## src/rtl/lnrv_exu_flush_ctrl_pkg.sv

```systemverilog
// Shared definitions for the EXU flush controller.
// Defines the one-hot source bit positions of ifu_flush_src ({excp, dbg, brch})
// and the controller state type.
package lnrv_exu_flush_ctrl_pkg;

  localparam int unsigned FLUSH_SRC_W        = 3;
  localparam int unsigned FLUSH_SRC_EXCP_LOC = 2;
  localparam int unsigned FLUSH_SRC_DBG_LOC  = 1;
  localparam int unsigned FLUSH_SRC_BRCH_LOC = 0;

  typedef enum logic {
    FLUSH_IDLE  = 1'b0,
    FLUSH_ISSUE = 1'b1
  } flush_state_e;

endpackage

```

## src/rtl/lnrv_exu_flush_ctrl_prio_sel.sv

```systemverilog
// Fixed-priority flush requester selector (excp > dbg > brch), purely combinational.
// Ports:
//   excp_req/dbg_req/brch_req          requests
//   *_op1/*_op2                        target operands of each requester
//   any_req                            at least one request present
//   sel_src                            one-hot winner {excp, dbg, brch}
//   sel_op1/sel_op2                    operands of the winner (zero if none)
module lnrv_flush_prio_sel
  import lnrv_exu_flush_ctrl_pkg::*;
(
  input  logic                   excp_req,
  input  logic [31:0]            excp_op1,
  input  logic [31:0]            excp_op2,
  input  logic                   dbg_req,
  input  logic [31:0]            dbg_op1,
  input  logic [31:0]            dbg_op2,
  input  logic                   brch_req,
  input  logic [31:0]            brch_op1,
  input  logic [31:0]            brch_op2,
  output logic                   any_req,
  output logic [FLUSH_SRC_W-1:0] sel_src,
  output logic [31:0]            sel_op1,
  output logic [31:0]            sel_op2
);

  always_comb begin
    sel_src = '0;
    sel_op1 = '0;
    sel_op2 = '0;
    if (excp_req) begin
      sel_src[FLUSH_SRC_EXCP_LOC] = 1'b1;
      sel_op1 = excp_op1;
      sel_op2 = excp_op2;
    end else if (dbg_req) begin
      sel_src[FLUSH_SRC_DBG_LOC] = 1'b1;
      sel_op1 = dbg_op1;
      sel_op2 = dbg_op2;
    end else if (brch_req) begin
      sel_src[FLUSH_SRC_BRCH_LOC] = 1'b1;
      sel_op1 = brch_op1;
      sel_op2 = brch_op2;
    end
  end

  assign any_req = excp_req | dbg_req | brch_req;

endmodule

```

## src/rtl/lnrv_exu_flush_ctrl.sv

```systemverilog
// EXU flush controller: arbitrates trap, debug and branch flush requests,
// issues one registered redirect at a time to the IFU and counts completed flushes.
// Ports:
//   clk, rst                              clock, synchronous active-high reset
//   {excp,dbg,brch}_flush_req/ack         per-source request / same-cycle acknowledge
//   {excp,dbg,brch}_flush_pc_op1/op2      per-source target operands (target = op1 + op2)
//   ifu_flush_vld/rdy                     redirect handshake toward the IFU
//   ifu_flush_pc, ifu_flush_src           registered redirect PC and one-hot owner
//   flush_cnt_clr, flush_cnt              counter clear and saturating flush count
module lnrv_exu_flush_ctrl
  import lnrv_exu_flush_ctrl_pkg::*;
#(
  parameter int unsigned CNT_W = 16
) (
  input  logic                   clk,
  input  logic                   rst,
  input  logic                   excp_flush_req,
  output logic                   excp_flush_ack,
  input  logic [31:0]            excp_flush_pc_op1,
  input  logic [31:0]            excp_flush_pc_op2,
  input  logic                   dbg_flush_req,
  output logic                   dbg_flush_ack,
  input  logic [31:0]            dbg_flush_pc_op1,
  input  logic [31:0]            dbg_flush_pc_op2,
  input  logic                   brch_flush_req,
  output logic                   brch_flush_ack,
  input  logic [31:0]            brch_flush_pc_op1,
  input  logic [31:0]            brch_flush_pc_op2,
  output logic                   ifu_flush_vld,
  input  logic                   ifu_flush_rdy,
  output logic [31:0]            ifu_flush_pc,
  output logic [FLUSH_SRC_W-1:0] ifu_flush_src,
  input  logic                   flush_cnt_clr,
  output logic [CNT_W-1:0]       flush_cnt
);

  flush_state_e           state_q, state_d;
  logic [31:0]            pc_q, pc_d;
  logic [FLUSH_SRC_W-1:0] src_q, src_d;
  logic [CNT_W-1:0]       cnt_q, cnt_d;

  logic                   any_req;
  logic [FLUSH_SRC_W-1:0] sel_src;
  logic [31:0]            sel_op1;
  logic [31:0]            sel_op2;
  logic                   handshake;

  lnrv_flush_prio_sel u_prio_sel (
    .excp_req (excp_flush_req),
    .excp_op1 (excp_flush_pc_op1),
    .excp_op2 (excp_flush_pc_op2),
    .dbg_req  (dbg_flush_req),
    .dbg_op1  (dbg_flush_pc_op1),
    .dbg_op2  (dbg_flush_pc_op2),
    .brch_req (brch_flush_req),
    .brch_op1 (brch_flush_pc_op1),
    .brch_op2 (brch_flush_pc_op2),
    .any_req  (any_req),
    .sel_src  (sel_src),
    .sel_op1  (sel_op1),
    .sel_op2  (sel_op2)
  );

  // Reset gates the handshake so a flush pending at the reset edge is dropped
  // without ever acknowledging its owner.
  assign handshake = (state_q == FLUSH_ISSUE) && ifu_flush_rdy && !rst;

  always_comb begin
    state_d = state_q;
    pc_d    = pc_q;
    src_d   = src_q;
    unique case (state_q)
      FLUSH_IDLE: begin
        if (any_req) begin
          state_d = FLUSH_ISSUE;
          pc_d    = sel_op1 + sel_op2;
          src_d   = sel_src;
        end
      end
      FLUSH_ISSUE: begin
        if (ifu_flush_rdy) state_d = FLUSH_IDLE;
      end
      default: state_d = FLUSH_IDLE;
    endcase
  end

  always_comb begin
    cnt_d = cnt_q;
    if (flush_cnt_clr) begin
      cnt_d = '0;
    end else if (handshake && (cnt_q != '1)) begin
      cnt_d = cnt_q + CNT_W'(1);
    end
  end

  always_ff @(posedge clk) begin
    if (rst) begin
      state_q <= FLUSH_IDLE;
      pc_q    <= '0;
      src_q   <= '0;
      cnt_q   <= '0;
    end else begin
      state_q <= state_d;
      pc_q    <= pc_d;
      src_q   <= src_d;
      cnt_q   <= cnt_d;
    end
  end

  assign ifu_flush_vld  = (state_q == FLUSH_ISSUE);
  assign ifu_flush_pc   = pc_q;
  assign ifu_flush_src  = src_q;
  assign flush_cnt      = cnt_q;
  assign excp_flush_ack = handshake && src_q[FLUSH_SRC_EXCP_LOC];
  assign dbg_flush_ack  = handshake && src_q[FLUSH_SRC_DBG_LOC];
  assign brch_flush_ack = handshake && src_q[FLUSH_SRC_BRCH_LOC];

endmodule

```

## config.mk

```make
export PLATFORM = sky130hd
export DESIGN_NAME = lnrv_exu_flush_ctrl
export DESIGN_NICKNAME = d
export VERILOG_FILES = /design/src/rtl/lnrv_exu_flush_ctrl_pkg.sv /design/src/rtl/lnrv_exu_flush_ctrl_prio_sel.sv /design/src/rtl/lnrv_exu_flush_ctrl.sv
export SDC_FILE = /design/constraint.sdc
export NUM_CORES = 1
export LEC_CHECK = 0
export ABC_AREA = 1
export CORE_MARGIN = 3
export CORE_UTILIZATION = 30
export CTS_BUF_LIST = sky130_fd_sc_hd__clkbuf_16
export DETAILED_ROUTE_END_ITERATION = 7
export SYNTH_ARGS = -nofsm -noshare
export SYNTH_HDL_FRONTEND = slang
export SYNTH_SLANG_ARGS = --single-unit
```

## constraint.sdc

```tcl
create_clock -name clk -period 3 [get_ports clk]
set_input_delay 0.3 -clock clk [delete_from_list [all_inputs] [get_ports clk]]
set_output_delay 0.3 -clock clk [all_outputs]
set_load 0.02 [all_outputs]
```

### Word-level counts from Yosys, hierarchy flattened

Cells that the tools add are included.

| cells by class | value |
|---|---|
| bitwise gates (word level) | 3 |
| equal/unequal tests | 1 |
| add/sub/neg operators | 2 |
| reduce and logical (&&, ||, !) cells | 9 |
| multiplexer cells | 14 |

Operators with widths:

| cell | count |
|---|---|
| 32-bit two-way mux | 6 |
| 32-bit adder | 1 |
| 16-bit by 1-bit adder with 16-bit output (second input constant) | 1 |
| 16-bit inequality test (second input constant) | 1 |
| 1-bit logical AND | 6 |
| 1-bit two-way mux | 6 |
| 2-bit two-way mux | 1 |
| 1-bit OR | 2 |
| 1-bit one-hot mux with 2 select lines | 1 |
| 2-bit AND reduction | 1 |
| 2-bit OR reduction | 1 |
| 1-bit zero test | 1 |
| 1-bit inverter | 1 |

| word-level totals | value |
|---|---|
| output and inout port bits | 55 |
| register bits | 52 |

### Longest topological paths before layout

Gate-level depths: netlist of the first run.

| depth | value |
|---|---|
| word-level depth | 4 |
| depth in mapped cells | 20 |
| depth with buffers taken out | 19 |

### Modules after synthesis

A second synthesis of the first run with hierarchy kept.

| second synthesis, totals | value |
|---|---|
| cell total of the unflattened synthesis | 1238 |
| area, all modules | 6449.9 um2 |

By module, submodules not included:

| module | cells an instance | times used | area an instance (um2) | seq. area each (um2) |
|---|---|---|---|---|
| lnrv_exu_flush_ctrl | 812 | 1 | 4626.9 | 1041.0 |
| lnrv_flush_prio_sel | 426 | 1 | 1823.0 | 0.0 |

### Worst setup path before layout of the first run

No wires, ideal clock.

| timing | value |
|---|---|
| path type | input -> register |
| from | input port dbg_flush_req |
| to | register pc_q[30], in the netlist ifu_flush_pc[30] |
| path slack | 0.385 ns |
| arrival time | 2.507 ns |
| setup time | 0.109 ns |
| stages on the path | 19 |
| cells stage by stage | buf_2 nor2_4 buf_1 a221oi_1 nor2_1 ha_1 fa_1 nand3_1 nand3_1 nand2_1 nand2_1 nand2_1 nand2_1 nand2_1 nand2_1 nand2_1 nand3_1 nand2_1 inv_1 |

| between the ends | value |
|---|---|
| cells in the longest elaborated chain, start to end | 3 |

Ends and longest elaborated chain:

| element | RTL line | source |
|---|---|---|
| start, declared | lnrv_exu_flush_ctrl.sv:21 | `input logic dbg_flush_req,` |
| 32-bit two-way mux or 1-bit OR (tied branches) | lnrv_exu_flush_ctrl_prio_sel.sv:34, lnrv_exu_flush_ctrl_prio_sel.sv:45 |  |
| 32-bit two-way mux or 1-bit OR (tied branches) | lnrv_exu_flush_ctrl_prio_sel.sv:30, lnrv_exu_flush_ctrl_prio_sel.sv:45 |  |
| 32-bit adder or 2-bit AND reduction (tied branches) | n/a |  |
| end signal, assigned | lnrv_exu_flush_ctrl.sv:104 | `pc_q <= pc_d;` |
| end, declared | lnrv_exu_flush_ctrl.sv:38 | `logic [31:0] pc_q, pc_d;` |

Parallel ways exist; a longest one is shown, timed or not.
A chain may end at the register's enable or synchronous reset.

### Worst setup path after layout of the first run

| timing | value |
|---|---|
| from | input port brch_flush_req |
| to | register pc_q[29], in the netlist ifu_flush_pc[29] |

| between the ends | value |
|---|---|
| cells in the longest elaborated chain, start to end | 4 |

Ends and longest elaborated chain:

| element | RTL line | source |
|---|---|---|
| start, declared | lnrv_exu_flush_ctrl.sv:25 | `input logic brch_flush_req,` |
| 32-bit two-way mux | lnrv_exu_flush_ctrl_prio_sel.sv:38 | `end else if (brch_req) begin` |
| 32-bit two-way mux | lnrv_exu_flush_ctrl_prio_sel.sv:34 | `end else if (dbg_req) begin` |
| 32-bit two-way mux | lnrv_exu_flush_ctrl_prio_sel.sv:30 | `if (excp_req) begin` |
| 32-bit adder | lnrv_exu_flush_ctrl.sv:76 | `pc_d = sel_op1 + sel_op2;` |

Parallel ways exist; a longest one is shown, timed or not.

==> results of run 1 <==
## final cells by class
class	count	area, sq um
Clock buffer	5	125.1
Clock inverter	3	11.26
Fill cell	2009	9633
Inverter	177	664.4
Multi-Input combinational cell	781	3913
Sequential cell	52	1041
Tap cell	234	292.8
Timing Repair Buffer	320	3088
## flip-flops by register name (all words and copies together), names as in the netlist
name	cells
ifu_flush_vld	1
ifu_flush_pc	32
flush_cnt	16
ifu_flush_src	3
## report_power, final
part / internal (uW) / switching (uW) / leakage [uW] / total, uW
Combinational: 908 / 1020 / 0.00402 / 1930
Sequential: 780 / 51.3 / 0.000429 / 831
Clock: 301 / 249 / 0.0000738 / 550
## final timing paths
path         cells after the start                       endpoint  slack, ps                           from
min reg2reg                      2  ifu_flush_src[2]$_SDFFE_PP0P_        490  ifu_flush_src[2]$_SDFFE_PP0P_
min                              3  ifu_flush_src[2]$_SDFFE_PP0P_        450                 excp_flush_req
max reg2reg                      7  ifu_flush_pc[31]$_SDFFE_PP0P_       1290       ifu_flush_vld$_SDFF_PP0_
max                             17  ifu_flush_pc[29]$_SDFFE_PP0P_        170                 brch_flush_req
## routing by layer
metal,wire length [um],part of all wire,vias to the layer above
met3,1454,0.065,13
met2,10330,0.46,206
met1,10210,0.46,3177
met5,0,0,-
met4,262,0.012,0
li1,-,-,3893
## per-stage QoR
stage | instance area, sq um | TNS, ps | setup slack (ps) | instances
2_1_floorplan | 5767 | 0 | 384.6 | 1048
4_1_cts | 9115 | 0 | 136.1 | 1572
5_1_grt | 9135 | -6.443 | -5.105 | 1572
3_5_place_dp | 8979 | -2385 | -165.2 | 1564
6_report | 9135 | 0 | 173.7 | 1572
3_3_place_gp | 8979 | -1478 | -152.9 | 1564
## timing repair
| action | CTS | global route |
|---|---|---|
| endpoints found under the setup margin | 0 | 15 |
| endpoints found under the hold margin | 0 | 0 |
| gates resized for setup | 0 | 7 |
| hold buffers | 0 | 0 |
## synthesized netlist by cell type, drive strengths merged
| library cell | number | area [sq um] |
|---|---|---|
| buf | 15 | 82.58 |
| xnor2 | 5 | 43.79 |
| clkbuf | 23 | 86.33 |
| and3 | 1 | 6.260 |
| o22ai | 2 | 25.02 |
| fa | 1 | 20.02 |
| nand3b | 2 | 15.01 |
| inv | 177 | 664.4 |
| o21ai | 25 | 125.1 |
| a221oi | 61 | 534.3 |
| dfxtp | 52 | 1041 |
| a21oi | 36 | 180.2 |
| nor3 | 9 | 50.05 |
| nand4 | 5 | 31.28 |
| o31ai | 2 | 28.78 |
| nor2 | 220 | 833.3 |
| xor2 | 14 | 122.6 |
| nor3b | 2 | 20.02 |
| and2 | 2 | 12.51 |
| a21o | 1 | 7.510 |
| ha | 32 | 400.4 |
| o21a | 1 | 7.510 |
| a31oi | 1 | 6.260 |
| nand2 | 311 | 1172 |
| nand3 | 44 | 220.2 |
| o211ai | 2 | 15.01 |
| o21bai | 2 | 15.01 |
## cell families (layout without fill, tap and decap cells)
group | after synthesis | in the layout | synth area share
buf+inv | 215 | 505 | 0.1445
fa+ha+maj | 33 | 33 | 0.07290
simple gates | 596 | 596 | 0.4094
xor+xnor | 19 | 19 | 0.02886
flops | 52 | 52 | 0.1805
compound gates | 133 | 133 | 0.1638
## critical path: cells and delay by family
| family | cells | cell delay (ps) |
|---|---|---|
| AND/OR/NAND/NOR | 10 | 1030 |
| buffers and inverters | 5 | 930 |
| AO/OA/AOI/OAI | 1 | 340 |
| adder cells (fa/ha/maj) | 1 | 410 |
==> metrics, run 1 <==
status completed; residual overflow from global routing 0; crit end category register; vias in the first global route 6,869; layout cells sized above 1 0.07100; HP Class input port to register; crit path kind input port to register; fin crit share 0.9421; drt total wl 22,250 um; first-pass GRT wire length 34,470 um; Final Critical Period 2826 ps; iteration count of the initial detailed-routing pass 4; largest net degree at the start of global routing 45; Netlist Area Pre-Place 5767 sq um; Final Setup Violations 0; final hold vios 0; most frequent CP cell nand2_1; Worst path max stage delay 490 ps; global-route met3 utilization 0.03373; crit start category input port; # IOs 254; DR iter-0 viols 345; postcts setup bufs 0; Placer Congestion 0.9373; CTS Buf Count 5; CTS tree built; met1 Use GR 0.2772; WP data required 3200 ps; RSZ-0062 raised after global routing yes; H-tree level count 2; CORE AREA 18,770 sq um; warnings from Yosys 0; port bufs 253; HPWL after DPL 19,180 um; Reg clk slew, reported paths 70 ps; Max Freq 0.3538 GHz; Die Wd 144.6 um; vias 7,289; Cell Rows 50; Tightest Pin Transition 364.7 ps; number of distinct library cells after synthesis 37; Starting Density 0.3073; crit path max fanout 23; DR WL/cell 14.16 um; Max Root-Sink Buffers 2; Root Buffer Master clkbuf_16; Final Skew 4.187 ps; met2 Track Usage GR 0.3482; drt drc 0; Post-DRT Antenna Nets 0; Tot GR Track Use 0.2049; final core utilization 0.4867; #FFs+latches synth 52; Relative slew margins 0.7565; Crit-path slowest cell clkdlybuf4s50_1; Max Slew Vio Count 0; Antenna Cells 0; Die H 144.6 um; Clk Latency, worst-skew pair 290 ps; post-synthesis net count 1,280; worst vdd ir 0.1977 mV; vias per inst 4.637; nets 1,569; critical path, cell by cell clkdlybuf4s50_1 -> inv_2 -> nor2_4 -> buf_12 -> a221oi_1 -> nor2_1 -> ha_1 -> nand2_1 -> buf_4 -> nor2_1 -> nand2_1 -> nor2_1 -> nand2_1 -> nand3_1 -> nand3_1 -> nand2_1 -> inv_1; P_leak 0.004520 uW; Syn Inst Count 1,048; # clock sinks 52; commonest non-fill, non-tap cells in the layout nand2_1 (309), clkdlybuf4s50_1 (251), nor2_1 (217); Worst Path Arrival 3020 ps; die area 20,920 sq um; GRT busiest layer met2; most common cell after layout, fill and taps aside nand2_1; Syn Area/Cell 5.503 sq um; hold slack 446.7 ps; initial antenna violation count 0; power after layout 3307 uW; Cell Pwr Density 362.0 nW/um^2; max_cap viols 0; Layout area overhead 58.41%; sequential element share of the synthesized area 0.1805
No activity file was read; power rests on OpenSTA's default activity.
==> inputs of run 2 (changes only) <==
Settings changed: SLEW_MARGIN from default to 20.
==> results of run 2 <==
No change in the layout: final DEF, timing and power equal those of run 1.
